[src/rtl/mul4_vector_scorer.sv]
// rtl/mul4_vector_scorer.sv - exhaustive stimulus driver and bit-match scorer for 2x2 multiplier individuals
module mul4_vector_scorer #(
  parameter int SETTLE = 1
) (
  input  logic        clk,
  input  logic        rst,
  input  logic        start,
  output logic        busy,
  output logic [15:0] a1,
  output logic [15:0] a0,
  output logic [15:0] b1,
  output logic [15:0] b0,
  input  logic [15:0] y3,
  input  logic [15:0] y2,
  input  logic [15:0] y1,
  input  logic [15:0] y0,
  output logic        score_valid,
  input  logic        score_ready,
  output logic [6:0]  score,
  output logic [15:0] lane_pass,
  output logic        perfect
);

  // Lane i carries A = i[3:2], B = i[1:0]; E* are the true product bits per lane.
  localparam logic [15:0] STIM_A1 = 16'hFF00;
  localparam logic [15:0] STIM_A0 = 16'hF0F0;
  localparam logic [15:0] STIM_B1 = 16'hCCCC;
  localparam logic [15:0] STIM_B0 = 16'hAAAA;
  localparam logic [15:0] EXP_Y3  = 16'h8000;
  localparam logic [15:0] EXP_Y2  = 16'h4C00;
  localparam logic [15:0] EXP_Y1  = 16'h6AC0;
  localparam logic [15:0] EXP_Y0  = 16'hA0A0;

  typedef enum logic [1:0] {IDLE, DRIVE, SCORE, HOLD} state_t;

  state_t      state;
  logic [3:0]  settle_cnt;
  logic [3:0]  lane;
  logic [6:0]  acc;
  logic [15:0] pass_acc;
  logic [15:0] cap3, cap2, cap1, cap0;

  logic [3:0]  lane_diff;
  logic [2:0]  lane_match;
  logic [6:0]  acc_next;
  logic        lane_ok;

  // Compare the current lane of the captured response against the true product.
  always_comb begin
    lane_diff  = {cap3[lane], cap2[lane], cap1[lane], cap0[lane]}
               ^ {EXP_Y3[lane], EXP_Y2[lane], EXP_Y1[lane], EXP_Y0[lane]};
    lane_match = 3'd4 - ({2'b00, lane_diff[3]} + {2'b00, lane_diff[2]}
                       + {2'b00, lane_diff[1]} + {2'b00, lane_diff[0]});
    acc_next   = acc + {4'd0, lane_match};
    lane_ok    = (lane_diff == 4'd0);
  end

  // Evaluation sequencer: drive stimulus, capture once settled, score lane by lane, hold result.
  always_ff @(posedge clk) begin
    if (rst) begin
      state       <= IDLE;
      settle_cnt  <= 4'd0;
      lane        <= 4'd0;
      acc         <= 7'd0;
      pass_acc    <= 16'd0;
      cap3        <= 16'd0;
      cap2        <= 16'd0;
      cap1        <= 16'd0;
      cap0        <= 16'd0;
      busy        <= 1'b0;
      a1          <= 16'd0;
      a0          <= 16'd0;
      b1          <= 16'd0;
      b0          <= 16'd0;
      score_valid <= 1'b0;
      score       <= 7'd0;
      lane_pass   <= 16'd0;
      perfect     <= 1'b0;
    end else begin
      case (state)
        IDLE: begin
          if (start) begin
            state      <= DRIVE;
            settle_cnt <= 4'(SETTLE - 1);
            busy       <= 1'b1;
            a1         <= STIM_A1;
            a0         <= STIM_A0;
            b1         <= STIM_B1;
            b0         <= STIM_B0;
          end
        end
        DRIVE: begin
          if (settle_cnt == 4'd0) begin
            cap3     <= y3;
            cap2     <= y2;
            cap1     <= y1;
            cap0     <= y0;
            lane     <= 4'd0;
            acc      <= 7'd0;
            pass_acc <= 16'd0;
            state    <= SCORE;
          end else begin
            settle_cnt <= settle_cnt - 4'd1;
          end
        end
        SCORE: begin
          acc            <= acc_next;
          pass_acc[lane] <= lane_ok;
          lane           <= lane + 4'd1;
          if (lane == 4'd15) begin
            state       <= HOLD;
            score       <= acc_next;
            lane_pass   <= {lane_ok, pass_acc[14:0]};
            perfect     <= (acc_next == 7'd64);
            score_valid <= 1'b1;
            a1          <= 16'd0;
            a0          <= 16'd0;
            b1          <= 16'd0;
            b0          <= 16'd0;
          end
        end
        HOLD: begin
          if (score_ready) begin
            score_valid <= 1'b0;
            busy        <= 1'b0;
            state       <= IDLE;
          end
        end
        default: state <= IDLE;
      endcase
    end
  end

endmodule

[config.mk]
export PLATFORM = sky130hd
export DESIGN_NAME = mul4_vector_scorer
export DESIGN_NICKNAME = d
export VERILOG_FILES = /design/src/rtl/mul4_vector_scorer.sv
export SDC_FILE = /design/constraint.sdc
export NUM_CORES = 1
export LEC_CHECK = 0
export ABC_AREA = 1
export CELL_PAD_IN_SITES_DETAIL_PLACEMENT = 1
export CELL_PAD_IN_SITES_GLOBAL_PLACEMENT = 1
export CORE_UTILIZATION = 39
export CTS_BUF_LIST = sky130_fd_sc_hd__clkbuf_2 sky130_fd_sc_hd__clkbuf_4 sky130_fd_sc_hd__clkbuf_8
export DETAILED_ROUTE_END_ITERATION = 7
export MAX_ROUTING_LAYER = met4
export PLACE_DENSITY = 0.92
export SETUP_SLACK_MARGIN = 0.1
export SLEW_MARGIN = 40
export SYNTH_ARGS = -nofsm -noshare
export SYNTH_HDL_FRONTEND = slang
export SYNTH_SLANG_ARGS = --single-unit
[constraint.sdc]
create_clock -name clk -period 9.2 [get_ports clk]
set_clock_uncertainty 0.1 [all_clocks]
set_input_delay 1.84 -clock clk [delete_from_list [all_inputs] [get_ports clk]]
set_output_delay 1.84 -clock clk [all_outputs]
set_load 0.03 [all_outputs]
==> impl_metrics.toml <==
[run_status]
status = "finished, violations left"
violations = "design-rule violations"

[clock_tree]
insertion_delay_ns = 0.48
cts_buffers = 17
cts_tree = "built"
cts.clk_slew.worst_paths_ns = 0.08
cts_root_buffer = "clkbuf_8"
cts_resized = 0
cts_setup_buffers = 0
hold_buffers = 0
clk_path_buf_depth = 2
h-tree-depth = 4
cts.sinks = 127

[flow_run]
maxCapViolCount = 0

[floorplanning]
io_pins = 158
initial_core_util_pct = 39.73
die_area_mm2 = 0.01736
die_h_um = 131.7
core_area_mm2 = 0.01652
dieWidth_um = 131.7
fp-row-count = 47

[timing]
worstMarginPinSlew_ns = 0.7088
worst_slack_ns = 4.577
finalMaxSlewViolations = 0
hold_viol = 0
min_period_ns = 4.623
fin_tns_setup_ns = 0
finalSetupViolations = 0
finalCritPeriodShare_pct = 50.25
relSlewSlack_pct = 52.74
max_freq_mhz = 216.3
rsz0062_at_grt = "no"

[synthesis]
syn_area_mm2 = 0.006565
yosysWarnings = 0
synth-seq-cells = 127
ys_seq_area_share_pct = 38.73
netlist_instances = 908
avgSynthCellArea_um2 = 7.230
synthDistinctLibCells = 41

[global_route]
top_usage_layer = "met2"
antenna_found_initial = 0
met2_usage_pct = 36.51
gr-total-overflow = 0
grt_use_met1_pct = 23.83
grt_pass1_vias = 6070
grt_use_total_pct = 20.94
grtUsageMet3_pct = 3.883
grt_max_degree = 117
grt_pass1_wl_um = 28570

[pwr]
peakVddDrop_mv = 0.1797
power.density_mw_per_mm2 = 319.3
p_leak_uw = 0.003277

[routing]
drc_errors = 1
postRouteAntennaNets = 0
drtPass1Iterations = 6
viasPerCell = 4.884
routed_wl_um = 17150
wl_per_cell_um = 14.15
vias = 5920
drtIter0Drc = 315

[placed_design]
dp_slack_ns = 4.693
dp_hpwl_um = 11810
port_buffers = 125
dp.cells = 1180
place.gp.congestion = 0.7984

[setup_path]
crit_slowest_cell = "dfxtp_1"
cp_slowest_stage_delay_ns = 0.62
startpoint_type = "flop"
path_max_fanout = 34
critPathBufInv = 3
critPathCaptureType = "flop"
worstSetupPathType = "reg -> reg"
worstPathCellList = "buf_4, inv_6, nand2_1, nand3_1, nand2_1, nand2_1, nand2_1, o21bai_2, nand2_2, inv_1, fa_1, ha_1, ha_1, fa_1, nand2_1, a21boi_0, xor2_1, nor4_1, nand3_1, a21oi_1"
worstPathArrival_ns = 4.92
cp.required_ns = 9.50
path_delay_family = "adder cells"
path_common_cell = "nand2_1"

[hold_path]
worstHoldPathType = "reg -> reg"

[finish]
nNetsFinal = 1065
multi_input_area_mm2 = 0.003015
seq_area_mm2 = 0.002544
stdcell_count = 1212
fin_util_pct = 47.85
antennaDiodeCount = 0
layout-drive-gt1-share_pct = 8.367
nFillCells = 2082
syn_to_final_growth_pct = 20.45
[Yosys cell counts, drive strengths merged]
cell type	count	area [µm²]
a21boi	1	7.510
nor4b	1	8.760
or2	2	12.51
nor3	18	101.4
nand4	2	12.51
o21bai	2	18.77
fa	2	40.04
nor4	2	12.51
dfxtp	127	2542
nand3	53	315.3
a31oi	1	6.260
and3	1	6.260
clkbuf	32	120.1
a21oi	96	514.3
o21ai	115	579.3
inv	107	409.1
o211ai	4	30.03
xnor2	2	17.52
xor2	5	43.79
conb	1	3.750
o211a	1	10.01
nor2	58	239.0
ha	16	200.2
buf	79	606.8
nand2	177	684.4
a211oi	3	22.52
[cell type report]
type                       count  share of cell area, %
timing repair buffer         132                  16.53
clock buffer                  20                  3.402
multi-input combinational    594                  38.13
tap                          220                  3.481
clock inverter                12                  1.108
inverter                     107                  5.174
sequential                   127                  32.17
[logic make-up (layout without fill, tap and decap cells)]
logic type               Yosys count  after routing  share of synthesized area (%)
flip-flops                       127            127                          38.73
adder cells (fa/ha/maj)           18             18                          3.659
XOR/XNOR                           7              7                         0.9339
buffers and inverters            218            271                          17.31
AND/OR/NAND/NOR                  314            314                          21.21
other                              1             32                        0.05712
AO/OA/AOI/OAI                    223            223                          18.11
[placed cells by master (no fill, tap or decap), types with 6 or more instances in the layout]
master           netlist  routed
nand2_1              169     169
dfxtp_1              127     126
clkdlybuf4s50_1        0     125
o21ai_0              109     109
inv_1                101     100
a21oi_1               87      87
nor2_1                55      55
nand3_1               43      42
conb_1                 1      32
clkbuf_8               0      19
nor3_1                17      17
ha_1                  16      16
nand3_2               10      10
a21oi_2                9       9
nand2_2                8       8
buf_4                 66       6
[report_power, final]
group	internal, µW	switching, µW	leakage, µW	total [µW]
logic	453	869	0.00207	1320
registers	690	68.3	0.00103	758
clock network	203	241	0.000171	444
total	1350	1180	0.00328	2520
[registers in the layout, indices dropped and copies added (netlist names), 4 cells and up, named ones only]
| signal | cells |
|---|---|
| cap1 | 16 |
| pass_acc | 15 |
| lane_pass | 16 |
| cap3 | 16 |
| lane | 4 |
| settle_cnt | 4 |
| cap2 | 16 |
| score | 7 |
| acc | 7 |
| cap0 | 16 |
[tightest hold or removal path, delay by kind of cell, from the launching register on]
| family | cells | cell delay [ns] |
|---|---|---|
| flip-flops | 1 | 0.30 |
| AO/OA/AOI/OAI | 1 | 0.05 |
| buffers and inverters | 1 | 0.06 |
[layer usage]
layer | share of wire [%] | routed length (µm) | vias to the layer above
met5 | 0 | 0 | -
met4 | 1.7 | 284 | 0
met3 | 3.7 | 637 | 19
met2 | 51 | 8717 | 135
met1 | 44 | 7513 | 2796
li1 | - | - | 2970
[final timing paths]
path | depth (start not counted) | end | start | slack [ns]
hold reg to reg | 2 | cap3[10]$_SDFFE_PP0P_ | cap3[10]$_SDFFE_PP0P_ | 0.36
setup / recovery | 20 | perfect$_SDFFE_PP0P_ | lane[0]$_SDFFE_PP0P_ | 4.58
hold / removal | 2 | cap3[10]$_SDFFE_PP0P_ | cap3[10]$_SDFFE_PP0P_ | 0.36
setup reg to reg | 20 | perfect$_SDFFE_PP0P_ | lane[0]$_SDFFE_PP0P_ | 4.58
[stage by stage]
stage               hold slack [ns]  power [µW]  cell area [µm²]
floorplan                    0.3292        1826             6681
global placement             0.3407        2031             7546
detailed placement           0.3484        2097             7550
CTS                          0.3590        2545             7906
global route                 0.3749        2723             7908
finish                       0.3574        2525             7908
Power figures use the tool's default switching activity.
